<file path="src/rtl/control_unit.sv">
// control_unit: multi-cycle FETCH/LOAD/EXEC sequencer that drives the 8-bit datapath controls.
// Ports: clock/resetN (async active-low); imemAddr/imemData to the synchronous instruction ROM;
// rx/ry/selOp/destSrc/regWrite to the datapath; inValid/inReady and outValid/outReady handshake
// the IN/OUT ports; halted flags the terminal HALT state.
module control_unit #(
    parameter int PC_W = 8
) (
    input  logic            clock,
    input  logic            resetN,
    output logic [PC_W-1:0] imemAddr,
    input  logic [15:0]     imemData,
    output logic [2:0]      rx,
    output logic [2:0]      ry,
    output logic [2:0]      selOp,
    output logic [1:0]      destSrc,
    output logic            regWrite,
    input  logic            inValid,
    output logic            inReady,
    output logic            outValid,
    input  logic            outReady,
    output logic            halted
);
    localparam logic [1:0] FETCH  = 2'd0;
    localparam logic [1:0] LOAD   = 2'd1;
    localparam logic [1:0] EXEC   = 2'd2;
    localparam logic [1:0] HALTED = 2'd3;

    localparam logic [3:0] OP_MOV  = 4'h1;
    localparam logic [3:0] OP_IN   = 4'h2;
    localparam logic [3:0] OP_OUT  = 4'h3;
    localparam logic [3:0] OP_JMP  = 4'h4;
    localparam logic [3:0] OP_HALT = 4'h5;

    logic [1:0]      state_q, state_d;
    logic [PC_W-1:0] pc_q, pc_d;
    logic [15:0]     ir_q, ir_d;

    logic [3:0] op;
    logic       exec, is_mov, is_in, is_out, is_alu;

    assign op     = ir_q[15:12];
    assign exec   = state_q == EXEC;
    assign is_mov = op == OP_MOV;
    assign is_in  = op == OP_IN;
    assign is_out = op == OP_OUT;
    assign is_alu = op[3];

    always_comb begin
        state_d = state_q;
        pc_d    = pc_q;
        ir_d    = ir_q;
        case (state_q)
            FETCH: state_d = LOAD;
            LOAD: begin
                ir_d    = imemData;
                pc_d    = pc_q + PC_W'(1);
                state_d = EXEC;
            end
            EXEC: begin
                // JMP overrides the increment already applied in LOAD
                if (op == OP_JMP) pc_d = ir_q[PC_W-1:0];
                state_d = (op == OP_HALT) ? HALTED :
                          ((is_in && !inValid) || (is_out && !outReady)) ? EXEC : FETCH;
            end
            default: state_d = HALTED;
        endcase
    end

    always_ff @(posedge clock or negedge resetN) begin
        if (!resetN) begin
            state_q <= FETCH;
            pc_q    <= '0;
            ir_q    <= '0;
        end else begin
            state_q <= state_d;
            pc_q    <= pc_d;
            ir_q    <= ir_d;
        end
    end

    assign imemAddr = pc_q;
    assign rx       = ir_q[11:9];
    assign ry       = ir_q[8:6];
    assign selOp    = (exec && is_alu) ? op[2:0] : 3'd0;
    assign destSrc  = !exec ? 2'd0 : is_mov ? 2'd1 : is_out ? 2'd3 : is_alu ? 2'd2 : 2'd0;
    // IN writes only in the cycle its byte is present, so the write and the consume coincide
    assign regWrite = exec && (is_mov || is_alu || (is_in && inValid));
    assign inReady  = exec && is_in && inValid;
    assign outValid = exec && is_out;
    assign halted   = state_q == HALTED;
endmodule

</file>
<file path="config.mk">
export PLATFORM = sky130hd
export DESIGN_NAME = control_unit
export DESIGN_NICKNAME = d
export VERILOG_FILES = /design/src/rtl/control_unit.sv
export SDC_FILE = /design/constraint.sdc
export NUM_CORES = 1
export LEC_CHECK = 0
export ABC_AREA = 1
export CAP_MARGIN = 10
export CORE_ASPECT_RATIO = 1.2
export CORE_UTILIZATION = 45
export CTS_CLUSTER_DIAMETER = 150
export DETAILED_ROUTE_END_ITERATION = 8
export GPL_TIMING_DRIVEN = 0
export PLACE_DENSITY = 0.77
export REMOVE_ABC_BUFFERS = 1
export SLEW_MARGIN = 0
export SYNTH_ARGS = -nofsm -noshare
export SYNTH_HDL_FRONTEND = slang
export SYNTH_SLANG_ARGS = --single-unit
</file>
<file path="constraint.sdc">
create_clock -name clock -period 2 [get_ports clock]
set_clock_uncertainty 0.1 [all_clocks]
set_input_delay 0.3 -clock clock [delete_from_list [all_inputs] [get_ports clock]]
set_output_delay 0.3 -clock clock [all_outputs]
set_load 0.02 [all_outputs]
</file>
==> results.tsv <==
metric	value	unit
cts_tree	yes	
core_area	3030	sq um
ant_nets	0	
drt-pass1-iter-count	4	
tightest_slew	716	ps
drt_iter0_drc	26	
syn2layout_area_growth	33.4	%
dp_cells	240	
wl	3.17	mm
startpoint_type	flop	
grt_pass1_wl	4.95	mm
placed_area	1820	sq um
ctsLongestPathBuffers	2	
power.static_leakage	0.888	nW
synth.top_cells.by_area	dfrtp_1 46%, nand2_1 8.2%, nor2_1 7.1%	
worstRegToRegCells	3	
clk_latency	320	ps
yosysTopAreaCell	dfrtp_1	
fin_tns_setup	0	ps
nets	233	
crit_type	reg2out	
diodes	0	
cp-end-kind	primary output	
gp_congestion	0.807	
endpoint	regWrite	
arrival	1550	ps
rows	22	
r2r-end	ir_q[7]	
wl_met3	146	um
rsz0062_at_grt	false	
die_y	63.7	um
ios	43	
grt_usage	0.198	
routedWlPerCell	12.8	um
die-area	3400	sq um
stdcell_area	1900	sq um
synth_top_cell_area_share	0.456	
met1_length	1.36	mm
fmax	513	MHz
fin_crit	1950	ps
p_per_area	1630	nW/um^2
syn_avg_cell_area	8.30	sq um
rrSetupSlack	350	ps
clock-sinks	26	
route.met2.wl	1.60	mm
worst-path-max-fanout	3	
holdCritPathClass	in2async	
netlist_area	1430	sq um
hpwl	2.14	mm
grt_pass1_vias	1139	
start_util	0.471	
antenna_found_initial	0	
cts-root-buf	clkbuf_4	
finalMaxSlewViolations	0	
numCtsBuffers	3	
max_cap_violations	0	
cp.required	1600	ps
syn_inst	172	
crit_start	ir_q[14]	
ys_ff_latch	26	
status	complete, no violations	
grt-ovfl-total	0	
peakVddDrop	0.000977	V
hold_viol_final	0	
synth_cell_types	23	
finalCritPeriodShare	0.975	
dr_total_vias	1284	
grt_max_degree	34	
r2r_start	state_q[1]	
maxSlewHeadroom	0.521	
clk_pin_slew	140	ps
drc	0	
top_layer	met4	
portBuffers	42	
ys_warn_count	0	
routed_via_density	5.20	
finalSetupViolations	0	
fin_cells	247	
power.total	3.10	mW
yosysSeqAreaShare	0.456	
die_x	53.4	um
htreeDepth	1	
drive_gt1_frac	0.166	
## final cells by class
| class | instances | area (sq um) |
|---|---|---|
| fillers | 263 | 1120 |
| multi-input cells | 118 | 661 |
| flip-flops and latches | 26 | 653 |
| repair buffers | 45 | 442 |
| inverters | 18 | 67.6 |
| well taps | 36 | 45.0 |
| clock buffers | 4 | 36.3 |
## timing repair
action                                  in CTS  in global routing
gates resized for setup                     23                 14
pin swaps                                    0                  3
cloned                                       0                  0
endpoints found under the setup margin       8                  8
setup buffers                                1                  1
hold buffers                                 0                  0
## per-layer routing
metal | vias to the layer above | GRT usage
li1 | 625 | -
met1 | 617 | 0.235
met2 | 35 | 0.339
met3 | 7 | 0.0266
met4 | 0 | 0.0888
met5 | - | 0
## report_power, final
part	internal (mW)	switching, mW	leakage (nW)
sequential	0.792	0.240	0.300
clock	0.111	0.153	0.0210
combinational	0.799	1.01	0.567
## state kept, by name, indices dropped and copies added, names as in the netlist
| register | count |
|---|---|
| imemAddr | 8 |
| ir_q | 16 |
| state_q | 2 |
## cells in the final DEF, fill, tap and decap left out
master | Yosys | layout
clkdlybuf4s50_1 | 0 | 34
nand2_1 | 31 | 31
nor2_1 | 27 | 25
dfrtp_1 | 26 | 24
nand3_1 | 18 | 18
inv_1 | 17 | 16
a21oi_1 | 13 | 13
o21ai_0 | 9 | 9
mux2_4 | 6 | 6
nor2_4 | 1 | 3
clkbuf_4 | 0 | 3
buf_4 | 7 | 3
inv_2 | 1 | 2
nand2_4 | 1 | 2
nand4_1 | 2 | 2
mux2_2 | 2 | 2
buf_2 | 2 | 2
clkbuf_2 | 0 | 2
clkdlybuf4s15_1 | 0 | 2
dfrtp_2 | 0 | 2
nor3_2 | 0 | 1
nand2_2 | 2 | 1
a21boi_0 | 1 | 1
nand3_4 | 1 | 1
or2_2 | 1 | 1
a21oi_2 | 1 | 1
ha_1 | 1 | 1
clkbuf_8 | 0 | 1
buf_16 | 0 | 1
clkdlybuf4s15_2 | 0 | 1
## metrics by stage
stage	utilization	hold WS [ps]	setup WS, ps
2_1_floorplan	-	-95.6	283
3_3_place_gp	0.601	392	-83.4
3_5_place_dp	0.601	391	-137
4_1_cts	0.616	422	-32.0
5_1_grt	0.629	252	3.42
6_report	0.629	235	50.9
## critical path: stages (launching register included)
cell and delay, ps:
dfrtp_1 430, nor2_4 150, inv_2 70, nor2_4 110, a21oi_1 90, a21oi_1 200
buf_4 180
## worst min-delay path by stage
stage,start,end,slack [ps],cells after the start
6_report,resetN,imemAddr[4],240,1
5_1_grt,resetN,ir_q[12],250,1
4_1_cts,ir_q[0],ir_q[0],420,2
3_5_place_dp,ir_q[11],ir_q[11],390,1
3_3_place_gp,ir_q[8],ir_q[8],390,1
2_1_floorplan,resetN,imemAddr[0],-100,0
## cell usage after synthesis (all sizes together)
cell type   n
nand2      34
inv        18
nand3      19
nand4       2
nor3        1
ha          1
a21oi      14
dfrtp      26
or2         1
nor2       28
o21ai       9
mux2        8
buf        10
a21boi      1
## cell families after synthesis
| logic type | after synthesis | synth area share |
|---|---|---|
| compound gates | 24 | 0.0885 |
| flops | 26 | 0.456 |
| fa+ha+maj | 1 | 0.00876 |
| buf+inv | 28 | 0.0990 |
| mux | 8 | 0.0789 |
| simple gates | 85 | 0.269 |
Power figures use the tool's default switching activity.
